==> config.mk <==
export PLATFORM = sky130hd
export DESIGN_NAME = cpu_execute_mc
export DESIGN_NICKNAME = d
export VERILOG_FILES = /design/src/rtl/cpu_execute_mc.sv
export SDC_FILE = /design/constraint.sdc
export NUM_CORES = 1
export LEC_CHECK = 0
export BUFFER_PORTS_ARGS = -buffer_cell sky130_fd_sc_hd__buf_2
export CORE_MARGIN = 2
export CORE_UTILIZATION = 40
export CTS_CLUSTER_SIZE = 10
export DETAILED_ROUTE_END_ITERATION = 6
export PLACE_DENSITY = 0.65
export SLEW_MARGIN = 10
export SYNTH_ARGS = -nofsm -noshare
export SYNTH_HDL_FRONTEND = slang
export SYNTH_SLANG_ARGS = --single-unit
==> constraint.sdc <==
create_clock -name clk -period 11.8 [get_ports clk]
set_input_delay 1.77 -clock clk [delete_from_list [all_inputs] [get_ports clk]]
set_output_delay 1.77 -clock clk [all_outputs]
set_load 0.01 [all_outputs]
==> src/rtl/cpu_execute_mc.sv <==
// cpu_execute_mc: execute stage. Single-cycle ALU operations complete one
// edge after acceptance; MUL runs as a bit-serial shift-add multiplier and
// holds stage 2 for DW cycles. Saved stack entries r0/r1 are captured here.
//
// state | meaning
// ------+--------------------------------------------------------------
// IDLE  | accepting stage-2 instructions; single-cycle ops finish here
// MUL   | shift-add multiply running, one multiplier bit per edge
module cpu_execute_mc #(
   parameter int DW = 32,
   parameter int TW = 3,
   parameter int PW = 32
) (
   input  logic              clk,
   input  logic              rst_b,
   input  logic              in_valid_2a,
   output logic              stall_2a,
   input  logic [2:0]        op_2a,
   input  logic [1:0]        sel_left_2a,
   input  logic [1:0]        sel_right_2a,
   input  logic [DW-1:0]     imm_2a,
   input  logic [PW-1:0]     pc_2a,
   input  logic [DW+TW-1:0]  top0_2a,
   input  logic [DW+TW-1:0]  topn_2a,
   input  logic              cap_r0_2a,
   input  logic              cap_r1_2a,
   input  logic              kill_4a,
   output logic              out_valid_3a,
   output logic [DW-1:0]     alu_out_3a,
   output logic              alu_cond_3a,
   output logic [PW-1:0]     pc_3a,
   output logic [DW+TW-1:0]  r0_3a,
   output logic [DW+TW-1:0]  r1_3a
);

   localparam int CW = $clog2(DW + 1);

   localparam logic [2:0] OP_ADD = 3'd0;
   localparam logic [2:0] OP_SUB = 3'd1;
   localparam logic [2:0] OP_AND = 3'd2;
   localparam logic [2:0] OP_OR  = 3'd3;
   localparam logic [2:0] OP_XOR = 3'd4;
   localparam logic [2:0] OP_SLT = 3'd5;
   localparam logic [2:0] OP_EQ  = 3'd6;
   localparam logic [2:0] OP_MUL = 3'd7;

   typedef enum logic {S_IDLE, S_MUL} state_t;

   state_t             state_q;
   logic [CW-1:0]      cnt_q;
   logic [DW-1:0]      acc_q;
   logic [DW-1:0]      mcand_q;
   logic [DW-1:0]      mplier_q;
   logic [PW-1:0]      mpc_q;
   logic               valid_q;
   logic [DW-1:0]      alu_q;
   logic               cond_q;
   logic [PW-1:0]      pc_q;
   logic [DW+TW-1:0]   r0_q;
   logic [DW+TW-1:0]   r1_q;

   logic [DW-1:0]      pc_ext;
   logic [DW-1:0]      left_d;
   logic [DW-1:0]      right_d;
   logic [DW-1:0]      res_d;
   logic               cond_d;
   logic [DW-1:0]      acc_d;
   logic               last_bit;

   assign last_bit = (cnt_q == CW'(DW - 1));

   // Operand selection and single-cycle ALU; r1 is read from its register,
   // so a same-edge capture never bypasses into the operand.
   always_comb begin
      pc_ext = '0;
      pc_ext[PW-1:0] = pc_2a;
      unique case (sel_left_2a)
         2'd0:    left_d = imm_2a;
         2'd1:    left_d = top0_2a[DW-1:0];
         2'd2:    left_d = topn_2a[DW-1:0];
         default: left_d = pc_ext;
      endcase
      unique case (sel_right_2a)
         2'd0:    right_d = imm_2a;
         2'd1:    right_d = top0_2a[DW-1:0];
         2'd2:    right_d = topn_2a[DW-1:0];
         default: right_d = r1_q[DW-1:0];
      endcase
      res_d = '0;
      unique case (op_2a)
         OP_ADD:  res_d = left_d + right_d;
         OP_SUB:  res_d = left_d - right_d;
         OP_AND:  res_d = left_d & right_d;
         OP_OR:   res_d = left_d | right_d;
         OP_XOR:  res_d = left_d ^ right_d;
         OP_SLT:  res_d[0] = ($signed(left_d) < $signed(right_d));
         OP_EQ:   res_d[0] = (left_d == right_d);
         default: res_d = '0;
      endcase
      if (op_2a == OP_SLT || op_2a == OP_EQ) begin
         cond_d = res_d[0];
      end else begin
         cond_d = (res_d == '0);
      end
   end

   // One shift-add step: add the multiplicand when the current multiplier bit is set.
   always_comb begin
      acc_d = acc_q + (mplier_q[0] ? mcand_q : '0);
   end

   // Hold upstream while a MUL is being accepted or is not yet on its last bit.
   assign stall_2a = rst_b & ~kill_4a &
                     (((state_q == S_IDLE) & in_valid_2a & (op_2a == OP_MUL)) |
                      ((state_q == S_MUL) & ~last_bit));

   // Execute FSM with registered result, flag, PC and saved stack entries.
   always_ff @(posedge clk or negedge rst_b) begin
      if (!rst_b) begin
         state_q  <= S_IDLE;
         cnt_q    <= '0;
         acc_q    <= '0;
         mcand_q  <= '0;
         mplier_q <= '0;
         mpc_q    <= '0;
         valid_q  <= 1'b0;
         alu_q    <= '0;
         cond_q   <= 1'b0;
         pc_q     <= '0;
         r0_q     <= '0;
         r1_q     <= '0;
      end else begin
         valid_q <= 1'b0;
         if (kill_4a) begin
            state_q <= S_IDLE;
         end else if (state_q == S_IDLE) begin
            if (in_valid_2a) begin
               if (cap_r0_2a) r0_q <= top0_2a;
               if (cap_r1_2a) r1_q <= topn_2a;
               if (op_2a == OP_MUL) begin
                  mcand_q  <= left_d;
                  mplier_q <= right_d;
                  mpc_q    <= pc_2a;
                  acc_q    <= '0;
                  cnt_q    <= '0;
                  state_q  <= S_MUL;
               end else begin
                  valid_q <= 1'b1;
                  alu_q   <= res_d;
                  cond_q  <= cond_d;
                  pc_q    <= pc_2a;
               end
            end
         end else begin
            acc_q    <= acc_d;
            mcand_q  <= mcand_q << 1;
            mplier_q <= mplier_q >> 1;
            cnt_q    <= cnt_q + CW'(1);
            if (last_bit) begin
               valid_q <= 1'b1;
               alu_q   <= acc_d;
               cond_q  <= (acc_d == '0);
               pc_q    <= mpc_q;
               state_q <= S_IDLE;
            end
         end
      end
   end

   assign out_valid_3a = valid_q;
   assign alu_out_3a   = alu_q;
   assign alu_cond_3a  = cond_q;
   assign pc_3a        = pc_q;
   assign r0_3a        = r0_q;
   assign r1_3a        = r1_q;

endmodule

Word level (Yosys, flattened, before mapping)
Index checks and enable logic that the tools add are counted.
W data, S select, Z words.

storage, ports and cells
  flip-flop bits (word level) = 271
  latch bits = 0
  bits in writable memories = 0
  memory bits (read-only) = 0
  bits of input ports = 147
  word-level logic and storage cells = 97
  memories = 0

operators by class
  add/sub/neg operators = 4
  multipliers = 0
  div/mod/pow operators = 0
  order comparisons = 1
  equality and inequality tests = 15
  shifts and indexed selects = 0
  muxes and demuxes = 40
  bitwise gates (word level) = 12
  reductions and logical operators = 13

operators with widths
  operator               number
  $mux W32               18
  $pmux W32 S3           2
  $pmux W31 S5           1
  $add A32 B32 Y32       2
  $logic_not A32 Y1      2
  $and A32 B32 Y32       1
  $eq A32 B32 Y1         1
  $lt A32 B32 Y1         1
  $or A32 B32 Y32        1
  $sub A32 B32 Y32       1
  $xor A32 B32 Y32       1
  $mux W6                3
  $reduce_and A4 Y1      4
  $mux W1                15
  $eq A3 B3 Y1 const B   4
  $pmux W1 S7            1
  $add A6 B1 Y6 const B  1
  $eq A3 B2 Y1 const B   2
  $eq A6 B5 Y1 const B   1
  $and A1 B1 Y1          5
  $eq A2 B1 Y1 const B   2
  $eq A2 B2 Y1 const B   2
  $logic_not A2 Y1       2
  $reduce_bool A2 Y1     2
  other kinds (8)        10

Depth between registers and ports, before layout
Gate-level depths: netlist (run 1).

  depth in word-level cells = 9
  depth in mapped cells = 18
  mapped depth without buffers = 16

Worst setup path before layout (run 1)
No wires, ideal clock.

  path kind = input-to-reg
  start point = input port sel_right_2a[0]
  end point = register cond_q, in the netlist alu_cond_3a
  data arrival time = 6512 ps
  data required time = 11720 ps
  setup slack = 5207 ps
  stages on the path = 16
  buffers on the path = 3
  path through = clkbuf_1 -> buf_1 -> mux4_2 -> ha_1 -> buf_6 -> or3_4 -> or4_4 -> o221ai_2 -> o211ai_1 -> a21oi_1 -> mux2_1 -> or4_2 -> nand4b_1 -> nor4_2 -> nand4b_1 -> o211ai_2

on the way
  cells in the longest elaborated chain, start to end = 9
  elaborated cells on any way between the ends = 18
  classes of those cells = add/sub: 2; order compare: 1; eq/ne: 3; mux: 7; bitwise: 3; reduce/logical: 2

RTL lines
  item                                                RTL line  RTL
  start, declared                                     20        input logic [1:0] sel_right_2a,
  $eq A2 B2 Y1, or another cell as far along          83        unique case (sel_right_2a)
  $pmux W32 S3 *                                      83
  $sub A32 B32 Y32, or another cell as far along      92        OP_SUB: res_d = left_d - right_d;
  $pmux W1 S7 / $pmux W31 S5 (equally long branches)  90        unique case (op_2a)
  $logic_not A32 Y1                                   103       cond_d = (res_d == '0);
  $mux W1 *                                           100       if (op_2a == OP_SLT || op_2a == OP_EQ) begin
  $mux W1 *                                           140       if (op_2a == OP_MUL) begin
  $mux W1 *                                           137       if (in_valid_2a) begin
  $mux W1 *                                           136       end else if (state_q == S_IDLE) begin
  end signal, assigned                                150       cond_q <= cond_d;
  end signal, assigned                                162       cond_q <= (acc_d == '0);
  end, declared                                       57        logic cond_q;

Every way passes the cells marked *; elsewhere a longest branch is shown, timed or not. The select of a mux whose other input is x is not followed.
A chain may end at the register's enable or synchronous reset.

Worst setup path after layout (run 1)
  start point = input port sel_right_2a[1]
  end point = register cond_q, in the netlist alu_cond_3a

Same word-level chain as after synthesis.

==> results of run 1 <==
[metal layers]
layer  routed length [µm]  GRT usage [%]  up-vias  part of all wire [%]
met1                33400           38.7     9200                    46
met3                 5630           5.55      118                   7.7
met4                 1970           7.79        0                   2.7
met2                31800           40.6      700                    44
met5                    0              0        -                     0
li1                     -              -     8511                     -
[worst max-delay path: cells and delay by family]
| family | cells | cell delay, ns |
|---|---|---|
| AO/OA/AOI/OAI | 5 | 2.42 |
| AND/OR/NAND/NOR | 6 | 1.11 |
| buffers and inverters | 2 | 0.75 |
| adder cells (fa/ha/maj) | 2 | 0.71 |
| multiplexers | 1 | 0.45 |
[layout by cell type (no fill, tap or decap), drive strengths merged, types with 22 or more instances in the layout]
cell type,n
and2,44
dfrtp,271
clkbuf,45
a21o,29
nand2,225
mux2,107
nand3,22
mux2i,109
nand4,24
buf,305
mux4,64
o21ai,206
ha,142
a21oi,128
inv,116
nor2,138
o211ai,30
a211oi,29
o31ai,22
nor3,35
xnor2,27
[final timing paths]
| kind | slack, ns | to |
|---|---|---|
| setup / recovery | 5.05 | alu_cond_3a |
| hold / removal | 0.47 | pc_3a[30] |
| setup reg to reg | 6.68 | alu_cond_3a |
| hold reg to reg | 0.47 | pc_3a[30] |
| max in group asynchronous | 9.13 | mplier_q[15] |
| min in group asynchronous | 1.19 | mpc_q[0] |
[cell type report]
cell class | count | area [µm²] | area share (%)
Clock buffer | 45 | 965 | 4.07
Sequential cell | 271 | 6790 | 28.7
Inverter | 114 | 430 | 1.82
Tap cell | 680 | 851 | 3.59
Clock inverter | 9 | 114 | 0.481
Multi-Input combinational cell | 1695 | 12900 | 54.6
Antenna cell | 3 | 7.51 | 0.0317
Timing Repair Buffer | 305 | 1600 | 6.77
[where the power goes]
group	switching, W	internal, W
sequential	0.000158	0.00113
combinational	0.000864	0.000548
clock	0.000427	0.000599
total	0.00145	0.00227
[state kept, by name, summed over array words and instances, names as in the netlist]
| register | flops |
|---|---|
| mcand_q | 32 |
| r1_3a | 35 |
| r0_3a | 35 |
| mplier_q | 32 |
| alu_cond_3a | 1 |
| mpc_q | 32 |
| pc_3a | 32 |
| acc_q | 32 |
| state_q | 1 |
| alu_out_3a | 32 |
| out_valid_3a | 1 |
| cnt_q | 6 |
[kinds of logic (layout without fill, tap and decap cells)]
group                    Yosys count  in the layout  share of synthesized area [%]
AND/OR/NAND/NOR                  617            617                           14.4
adder cells (fa/ha/maj)          145            145                           8.83
flip-flops                       271            271                           32.6
other                              0              3                              0
buffers and inverters            260            473                           5.38
multiplexers                     280            280                           18.0
AO/OA/AOI/OAI                    610            610                           19.0
XOR/XNOR                          43             43                           1.81
[through the flow]
| step | setup WS, ns | hold WS [ns] |
|---|---|---|
| 3_5_place_dp | 4.60 | 0.463 |
| 2_1_floorplan | 5.21 | 0.449 |
| 4_1_cts | 5.15 | 0.477 |
| 6_report | 5.05 | 0.471 |
| 5_1_grt | 4.77 | 0.495 |
| 3_3_place_gp | 4.68 | 0.452 |
==> results by group, run 1 <==
Status
  – Status: complete, no violations

Yosys
  – Synthesized flop and latch total: ~270
  – Synth area leader: dfrtp_1
  – Synthesized Nets: roughly 2500
  – Post-synthesis cell count: 2226
  – Synth Flop Type: dfrtp_1
  – Synth Warn #: 0
  – Synth top area share: between 30 and 40%
  – Post-Syn Area per Cell: just over 9 µm²
  – Synth cell count leaders: dfrtp_1 (271), nand2_1 (225), o21ai_0 (202)
  – FFs w/ async S/R, synth: 100%
  – Seq/Total Area, Yosys: ~33%
  – Distinct cells, synth: 108
  – Synth top area cells: dfrtp_1 (33%), ha_1 (8.5%), mux4_2 (6.9%), mux2_2 (5.7%), mux2i_1 (5.2%)
  – Post-synth EDFFs: 0
  – Post-Syn Area: 20800 µm²
  – Most common cell in the netlist: dfrtp_1

Cells and area
  – Finished Core Util: a little under half
  – Fillers: a little under 5000
  – Share of cells above drive strength 1: 23.7%
  – Layout area overhead: 13.8%
  – Final non-filler cell total: about 3100
  – Fin nets: roughly 2700
  – Finished layout cell area: approximately 24000 µm²

STA
  – Clk_skew: 0.0217 ns
  – Setup TNS: 0 ns
  – Final hold violations: 0
  – Slew Viols, Final: 0
  – F_max: approximately 0.15 GHz
  – Worst Tran Pin Value: ~1.1 ns
  – Slew HR: ~25%
  – Tmin final: between 6 and 7 ns
  – Crit share post-route: between 50 and 60%
  – RSZ-0062 raised after global routing: no
  – Final setup vio count: 0

Clocking
  – Reg clk slew, reported paths: about 0.05 ns
  – CTS H-tree lvls: 2
  – Post-CTS setup buffer count: 0
  – Later-pin clock latency in the skew report: between 0.5 and 0.6 ns
  – CTS buffer count: 36
  – Max clock buf depth: 3
  – CTS tree: yes
  – Number of gates resized after CTS: 0
  – CTS Hold Buffers Added: 0
  – Clock Sinks: about 270
  – Root buffer cell: clkbuf_16

Critical path
  – R2R cell count: 15
  – Startpoint Class: primary input
  – Max stage delay cell, worst path: a2111oi_0
  – Critical Path, Cell by Cell: buf_2 -> mux4_2 -> ha_1 -> inv_1 -> fa_1 -> and2b_1 -> o2111ai_2 -> a2111oi_1 -> nor3_1 -> o21ai_1 -> nor3_1 -> a2111oi_0 -> nand4b_1 -> nor4_2 -> nand4b_1 -> o211ai_2
  – Critical Path RT: roughly 12 ns
  – Critical path class: in -> reg
  – Crit. End Element: register
  – Reg2reg start: r1_3a[0]
  – CP arrival: 7.22 ns
  – Start point of the critical path: sel_right_2a[1]
  – Crit-path max FO: 32
  – Highest cell delay on the worst timing path: just over 0.9 ns

Job
  – Max_cap viols: 0

Routing
  – Final ANT Viol Nets: 0
  – DR pass1 iterations: 6
  – Routed vias: 18500
  – Mean routed wirelength per cell: about 23 µm
  – # DRC: 0
  – Drt total wl: 72800 µm
  – Via density: ~5.9
  – DR iter-0 viols: between 1000 and 1500

Global routing
  – Largest net degree at the start of global routing: approximately 130
  – Vias in the first global route: approximately 19000
  – Global-route wire length before repair: 112000 µm
  – Antenna violations before repair: 8
  – Total track usage: between 20% and 30%
  – Remaining Overflow, GRT: 0

Placement
  – IO buf count: approximately 280
  – Placed insts: between 3000 and 4000
  – Area after DPL: ~23000 µm²
  – HPWL Detailed: 55400 µm
  – GPL Wtd Cong: 0.957

Pwr
  – Total power draw: about 0.0037 W
  – Lkg Pwr: between 10 and 15 nW
  – Power Density: between 150 and 200 nW/µm²
  – VDD IR max: between 0.0001 and 0.00015 V

Floorplanning
  – Core Area: 51400 µm²
  – Die H: ~230 µm
  – Starting Density: 40.5%
  – Num rows: 83
  – Top Ports: between 200 and 300
  – Chip width: ~230 µm
  – Area of the die: about 54000 µm²

Worst hold path
  – HP Start: pc_3a[30]
  – Hold Path Cell Cnt: 2
  – Hold Path Class: reg -> reg
(Power assumes the default switching activity.)
==> run 2, diff against run 1 <==
--- a/config.mk
+++ b/config.mk
@@ -5,12 +5,13 @@
 export SDC_FILE = /design/constraint.sdc
 export NUM_CORES = 1
 export LEC_CHECK = 0
+export ABC_AREA = 1
 export BUFFER_PORTS_ARGS = -buffer_cell sky130_fd_sc_hd__buf_2
 export CORE_MARGIN = 2
 export CORE_UTILIZATION = 40
 export CTS_CLUSTER_SIZE = 10
 export DETAILED_ROUTE_END_ITERATION = 6
-export PLACE_DENSITY = 0.65
+export PLACE_DENSITY = 0.67
 export SLEW_MARGIN = 10
 export SYNTH_ARGS = -nofsm -noshare
 export SYNTH_HDL_FRONTEND = slang
==> constraint.sdc (replaced) <==
create_clock -name clk -period 5.7 [get_ports clk]
set_input_delay 0.855 -clock clk [delete_from_list [all_inputs] [get_ports clk]]
set_output_delay 0.855 -clock clk [all_outputs]
set_load 0.01 [all_outputs]
==> run 2 against run 1 <==
Effect of this change:
- setup slack worse by 4.2 ns
- first-iteration DRC count up 59%
- register-to-register slack worse by 5.2 ns
- routed wire length is 25% higher
- clock power rose by 120%
- synthesized cell count increased by 46%
- sequential share of layout area fell by 1.2 points
- largest cell class unchanged
==> results by group, run 2 <==
Global routing
  – Remaining Overflow, GRT: 0 (unchanged)
  – Total track usage: 32.0% (+5.1 points)
  – Global-route wire length before repair: 137000 µm (+22%)
  – Antenna violations before repair: 5 (-3)
  – Vias in the first global route: 22500 (+19%)
  – Largest net degree at the start of global routing: 152 (+22%)

Yosys
  – Post-synthesis mux area share: 3.33% (-15 points)
  – Synth area leader: dfrtp_1
  – Synthesized Nets: 3541 (+41%)
  – Synth Flop Type: dfrtp_1
  – Synth top area share: 31.3% (-1.3 points)
  – Simple-gate share of the synthesized area: 28.4% (+14 points)
  – Post-Synth XOR/XNOR Area: 1.05% (-0.76 points)
  – Seq/Total Area, Yosys: 31.3% (-1.3 points)
  – Distinct cells, synth: 51 (-53%)
  – Largest family of logic cells by synthesized area: simple AND/OR/NAND/NOR gates
  – Synth top area cells: dfrtp_1 (31%), nand2_1 (15%), ha_1 (8.2%), inv_1 (7.2%), o21ai_0 (5.9%)
  – Compound-gate portion of the synthesized area: 17.0% (-2.0 points)
  – Post-Syn Area: 21700 µm² (+4.1%)
  – Post-synthesis cell count: 3249 (+46%)
  – Most common cell in the netlist: nand2_1
  – Post-Synth Adder-Cell Area: 8.48% (-0.35 points)
  – Synthesized flop and latch total: 271 (unchanged)
  – Synth Warn #: 0 (unchanged)
  – Post-Syn Area per Cell: 6.67 µm² (-29%)
  – Post-synth EDFFs: 0 (unchanged)
  – FFs w/ async S/R, synth: 100% (unchanged)
  – Synth cell count leaders: nand2_1 (878), inv_1 (413), nor2_1 (326)

Clocking
  – Later-pin clock latency in the skew report: 0.58 ns (+0.02 ns)
  – CTS tree: yes
  – Root buffer cell: clkbuf_16
  – Number of gates resized after CTS: 0 (unchanged)
  – CTS H-tree lvls: 2 (unchanged)
  – CTS Hold Buffers Added: 0 (unchanged)
  – Reg clk slew, reported paths: 0.05 ns (about the same)
  – CTS buffer count: 36 (unchanged)
  – Max clock buf depth: 3 (unchanged)
  – Clock Sinks: 271 (unchanged)
  – Post-CTS setup buffer count: 0 (unchanged)

Cells and area
  – Layout area overhead: 14.1%
  – Share of cells above drive strength 1: 14.2% (-9.4 points)
  – Most frequent cells in the layout: nand2_1 (874), inv_1 (410), nor2_1 (323)
  – Finished layout cell area: 24700 µm² (+4.4%)
  – Fin nets: 3750 (+38%)
  – Final non-filler cell total: 4173 (+34%)
  – Fillers: 5621 (+14%)
  – Commonest non-fill, non-tap cell in the layout: nand2_1

STA
  – PnR worst setup slack: 0.830 ns (-4.22 ns)
  – Final setup vio count: 0 (unchanged)
  – Clk_skew: 0.0332 ns (+0.0115 ns)
  – Worst Tran Pin Value: 1.12 ns (+0.0294 ns)
  – Slew Viols, Final: 0 (unchanged)
  – Tmin final: around 4.9 ns
  – Setup TNS: 0 ns (unchanged)
  – Crit share post-route: roughly 85%
  – Slew HR: 25.3% (-0.079 points)
  – Final hold violations: 0 (unchanged)
  – F_max: between 0.2 and 0.25 GHz
  – RSZ-0062 raised after global routing: no

Placement
  – IO buf count: 283 (unchanged)
  – Post-Place Setup Slack: 0.466 ns (-4.13 ns)
  – HPWL Detailed: 72400 µm (+31%)
  – Placed insts: 4116 (+34%)
  – GPL Wtd Cong: 1.08 (+12%)
  – Area after DPL: 23600 µm² (+4.4%)

Routing
  – # DRC: 0 (unchanged)
  – Via density: 5.57 (-6.1%)
  – Routed vias: 23300 (+26%)
  – DR pass1 iterations: 6 (unchanged)
  – Final ANT Viol Nets: 0 (unchanged)
  – DR iter-0 viols: 2299 (+59%)
  – Mean routed wirelength per cell: 21.8 µm (-6.8%)
  – Drt total wl: 90800 µm (+25%)

Critical path
  – WP depth: 30 (+14)
  – Critical path class: in -> reg
  – Cell seen most often among critical-path stages: nand2_1
  – Highest cell delay on the worst timing path: 0.69 ns (-0.23 ns)
  – R2R cell count: 19 (+4)
  – Crit. End Element: register
  – Critical Path RT: 6.19 ns (-6.08 ns)
  – Crit-path max FO: 16 (-50%)
  – Delay-heaviest family, CP: simple AND/OR/NAND/NOR gates
  – Max stage delay cell, worst path: nor2_2
  – Startpoint Class: primary input
  – CP arrival: 5.36 ns (-1.86 ns)
  – CP bufs+invs: 4 (+2)

Floorplanning
  – Die H: 237 µm (+2.0%)
  – Chip width: 237 µm (+2.0%)
  – Starting Density: 40.3% (-0.14 points)
  – Top Ports: 284 (unchanged)
  – Core Area: 53700 µm² (+4.5%)
  – Area of the die: 56000 µm² (+4.0%)
  – Num rows: 85 (+2.4%)

Worst hold path
  – Hold Path Class: in -> async

Pwr
  – Lkg Pwr: 13.0 nW (+17%)
  – Net Sw Frac: 42.7% (+3.8 points)
  – P_sw: 0.00364 W (+150%)
  – Seq pwr share: 31.7% (-2.8 points)
  – Pint: 0.00487 W (+110%)
  – VDD IR max: 0.000246 V (+120%)
  – Part of the power in combinational logic: 42.3% (+4.4 points)
  – Clock network fraction of total power: 26.0% (-1.6 points)
  – Power Density: 344 nW/µm² (+120%)

Status
  – Status: complete, no violations

Job
  – Max_cap viols: 0 (unchanged)
run 2: layout make-up:
class | count | area (µm²) | area share [%]
clock inverter | 7 | 97.6 | 0.395
tap | 696 | 871 | 3.52
multi-input combinational | 2405 | 12600 | 51.1
clock buffer | 49 | 1020 | 4.13
inverter | 426 | 1600 | 6.48
sequential | 271 | 6790 | 27.5
antenna | 1 | 2.50 | 0.0101
timing repair buffer | 318 | 1700 | 6.88
run 2: path summary, 6_finish.rpt:
| check | start | to | slack, ns |
|---|---|---|---|
| hold / removal | rst_b | acc_q[24] | 0.27 |
| min in group clk | alu_out_3a[25] | alu_out_3a[25] | 0.48 |
| setup / recovery | sel_right_2a[1] | alu_cond_3a | 0.83 |
| max in group asynchronous | rst_b | r0_3a[32] | 4.13 |
| setup reg to reg | r1_3a[30] | alu_cond_3a | 1.51 |
| hold reg to reg | alu_out_3a[25] | alu_out_3a[25] | 0.48 |
run 2: kinds of logic after synthesis:
kind of cell    after synthesis
compound gates              666
buf+inv                     573
xor+xnor                     26
simple gates               1504
fa+ha+maj                   145
flops                       271
mux                          64
run 2: power by group through the flow:
stage	Clock, W	Combinational [W]	Sequential [W]
2_1_floorplan	0	0.00226	0.00271
3_3_place_gp	0	0.00351	0.00271
3_5_place_dp	0	0.00351	0.00272
4_1_cts	0.00225	0.00353	0.00269
5_1_grt	0.00233	0.00396	0.00275
6_report	0.00222	0.00360	0.00270
run 2: per-layer routing:
layer	vias to the layer above	track usage (%)	share of wire [%]
met2	1223	50.7	44
met4	6	16.4	5.6
li1	10900	-	-
met5	-	0	0.040
met1	10800	41.5	41
met3	243	6.25	9.2
run 2: through the flow:
step                      hold slack, ns  power (W)  util, %
after floorplan                    0.449    0.00497        -
after global placement             0.464    0.00622     43.9
after detailed placement           0.466    0.00623     43.9
after CTS                          0.296    0.00846     46.0
after global routing               0.313    0.00903     46.0
final                              0.266    0.00851     46.0
==> run 3, diff against run 2 <==
--- a/config.mk
+++ b/config.mk
@@ -5,7 +5,6 @@
 export SDC_FILE = /design/constraint.sdc
 export NUM_CORES = 1
 export LEC_CHECK = 0
-export ABC_AREA = 1
 export BUFFER_PORTS_ARGS = -buffer_cell sky130_fd_sc_hd__buf_2
 export CORE_MARGIN = 2
 export CORE_UTILIZATION = 40
==> run 3 against run 2 <==
Effect of this change:
- largest power group unchanged
- critical path depth is 12 lower
- first-iteration DRC count is 41% lower
- count of clock-buffer cells in the layout is 3 lower
- combinational power is 15% lower
- highest routed layer is now met4
- cell count is 24% lower
- routed wire length is 21% lower
- sequential power is 3% lower
- clock power is 7% lower
- hold slack worse by 0.035 ns
- global-route usage is 5.5 points lower
- total power is 8.7% lower
- core utilization is 1.1 points higher
==> results by group, run 3 (synthesis results as in run 1) <==
Critical path
  – R2R cell count: 16 (-3)
  – Critical path class: in -> reg
  – Max stage delay cell, worst path: mux4_2
  – Critical Path RT: 6.16 ns (-0.03 ns)
  – Reg-to-reg slack, setup: 0.80 ns (-0.71 ns)
  – Critical Path, Cell by Cell: buf_2 -> buf_12 -> mux4_2 -> ha_1 -> buf_4 -> nor3_2 -> nand2b_1 -> a2111oi_0 -> buf_4 -> nor2_1 -> a21oi_1 -> o21ai_0 -> a222oi_1 -> buf_4 -> nand4_1 -> nor4_2 -> nand4b_1 -> o211ai_2
  – Reg2reg start: r1_3a[4]
  – CP bufs+invs: 5 (+1)
  – Crit. End Element: register
  – Cell seen most often among critical-path stages: buf_4
  – FF-to-FF End: alu_cond_3a
  – Crit-path max FO: 20 (+4)
  – CP arrival: 5.80 ns (+0.44 ns)
  – Highest cell delay on the worst timing path: 0.58 ns (-0.11 ns)
  – Delay-heaviest family, CP: compound AO/OA/AOI/OAI gates
  – Startpoint Class: primary input

Pwr
  – Seq pwr share: 33.8% (+2.1 points)
  – Net Sw Frac: 37.8% (-4.9 points)
  – Power Density: 321 nW/µm² (-6.9%)
  – Pint: 0.00483 W (-0.85%)
  – Lkg Pwr: 11.5 nW (-11%)
  – VDD IR max: 0.000230 V (-6.4%)
  – Total power draw: 0.00777 W (-8.7%)
  – P_sw: 0.00294 W (-19%)
  – Part of the power in combinational logic: 39.5% (-2.8 points)
  – Clock network fraction of total power: 26.7% (+0.7 points)

Routing
  – Mean routed wirelength per cell: 22.4 µm (+2.9%)
  – Routed vias: 18700 (-20%)
  – # DRC: 0 (unchanged)
  – Drt total wl: 71400 µm (-21%)
  – Via density: 5.86 (+5.2%)
  – DR pass1 iterations: 5 (-1)
  – DR iter-0 viols: 1366 (-41%)
  – Final ANT Viol Nets: 0 (unchanged)

Placement
  – HPWL Detailed: 55900 µm (-23%)
  – GPL Wtd Cong: 0.979 (-8.9%)
  – Area after DPL: 23200 µm² (-1.7%)
  – IO buf count: 283 (unchanged)
  – Post-Place Setup Slack: -0.114 ns (-0.580 ns)

STA
  – Worst Hold Slack: 0.230 ns (-0.0354 ns)
  – Slew Viols, Final: 0 (unchanged)
  – RSZ-0062 raised after global routing: no
  – Clk_skew: 0.0142 ns (-0.0190 ns)
  – Slew HR: 16.4% (-8.9 points)
  – Worst Tran Pin Value: 1.25 ns (+0.130 ns)
  – PnR worst setup slack: 0.359 ns (-0.471 ns)
  – Crit share post-route: 93.7% (+8.3 points)
  – Tmin final: 5.34 ns (+0.471 ns)
  – F_max: 0.187 GHz (-8.8%)
  – Final setup vio count: 0 (unchanged)
  – Final hold violations: 0 (unchanged)

Global routing
  – Largest net degree at the start of global routing: 129 (-15%)
  – Remaining Overflow, GRT: 0 (unchanged)
  – Total track usage: 26.5% (-5.5 points)
  – Vias in the first global route: 19000 (-16%)
  – Antenna violations before repair: 2 (-3)
  – Global-route wire length before repair: 112000 µm (-18%)

Clocking
  – Number of gates resized after CTS: 0 (unchanged)
  – CTS tree: yes
  – Clock Sinks: 271 (unchanged)
  – CTS Hold Buffers Added: 0 (unchanged)
  – Reg clk slew, reported paths: 0.06 ns (about the same)
  – Post-CTS setup buffer count: 0 (unchanged)
  – Max clock buf depth: 3 (unchanged)
  – Later-pin clock latency in the skew report: 0.55 ns (-0.03 ns)
  – Root buffer cell: clkbuf_16
  – CTS H-tree lvls: 2 (unchanged)
  – CTS buffer count: 34 (-5.6%)

Floorplanning
  – Num rows: 83 (-2.4%)
  – Top Ports: 284 (unchanged)
  – Starting Density: 40.5% (+0.14 points)
  – Core Area: 51400 µm² (-4.3%)
  – Chip width: 232 µm (-2.0%)
  – Die H: 232 µm (-2.0%)
  – Area of the die: 53800 µm² (-3.9%)

Cells and area
  – Finished layout cell area: 24200 µm² (-1.9%)
  – Share of cells above drive strength 1: 25.8% (+12 points)
  – Commonest non-fill, non-tap cell in the layout: buf_2
  – Fin nets: 2789 (-26%)
  – Layout area overhead: 16.5%
  – Most frequent cells in the layout: buf_2 (282), dfrtp_1 (270), nand2_1 (225)

Worst hold path
  – Hold Path Class: in -> async

Status
  – Status: complete, no violations

Job
  – Max_cap viols: 0 (unchanged)
-- run 3: cell count changes in the layout (fill, tap and decap cells not counted), sizes merged, moves of 58 or more --
cell	previous run	this run
inv	425	114
nand2	891	225
nand3	203	22
mux2i	0	109
nor2	333	138
mux4	0	64
o21ai	264	206
a21oi	245	128
buf	318	381
-- run 3: metal layers --
layer  global-route usage, %  wire [µm]  share of wire [%]  vias up
met3                    4.64       5050                7.1      106
met4                    6.35       1630                2.3        0
met2                    41.7      32000                 45      696
met5                       0          0                  0        -
met1                    37.8      32700                 46     9221
li1                        -          -                  -     8683
-- run 3: area by class of cell --
cell class	instances	area [µm²]
timing repair buffer	381	2210
fill	4907	27200
antenna	1	2.50
clock inverter	2	35.0
inverter	114	430
clock buffer	46	1000
sequential	271	6790
multi-input combinational	1695	12900
tap	680	851
-- run 3: worst reg2reg max path: stages, from the launching register on --
cell	delay (ns)
dfrtp_1	0.41
mux4_2	0.55
ha_1	0.46
nor2_1	0.29
o311ai_0	0.19
buf_4	0.19
a2111oi_0	0.54
buf_4	0.21
nor2_1	0.06
a21oi_1	0.36
o21ai_0	0.15
a222oi_1	0.49
buf_4	0.23
nand4_1	0.12
nor4_2	0.28
nand4b_1	0.14
o211ai_2	0.17
-- run 3: worst max-delay path by stage --
stage / startpoint / endpoint / slack, ns / depth (start not counted)
6_report: sel_right_2a[0] / alu_cond_3a / 0.36 / 18
3_3_place_gp: sel_right_2a[0] / alu_cond_3a / -0.08 / 18
3_5_place_dp: sel_right_2a[0] / alu_cond_3a / -0.11 / 18
5_1_grt: sel_right_2a[0] / alu_cond_3a / 0.16 / 18
4_1_cts: sel_right_2a[0] / alu_cond_3a / 0.42 / 18
2_1_floorplan: sel_right_2a[0] / alu_cond_3a / 0.02 / 16
-- run 3: through the flow --
stage | setup TNS [ns] | std cells | util (%)
after global routing | 0 | 3190 | 47.2
after detailed placement | -0.114 | 3141 | 45.1
after global placement | -0.0796 | 3141 | 45.1
after CTS | 0 | 3189 | 47.1
final | 0 | 3190 | 47.2
after floorplan | 0 | 2226 | -
-- run 3: power groups by stage --
stage	Clock (W)	Sequential, W	Combinational (W)
after floorplan	0	0.00265	0.00185
after global placement	0	0.00263	0.00298
after detailed placement	0	0.00265	0.00303
after CTS	0.00212	0.00262	0.00304
after global routing	0.00219	0.00268	0.00337
final	0.00207	0.00263	0.00307
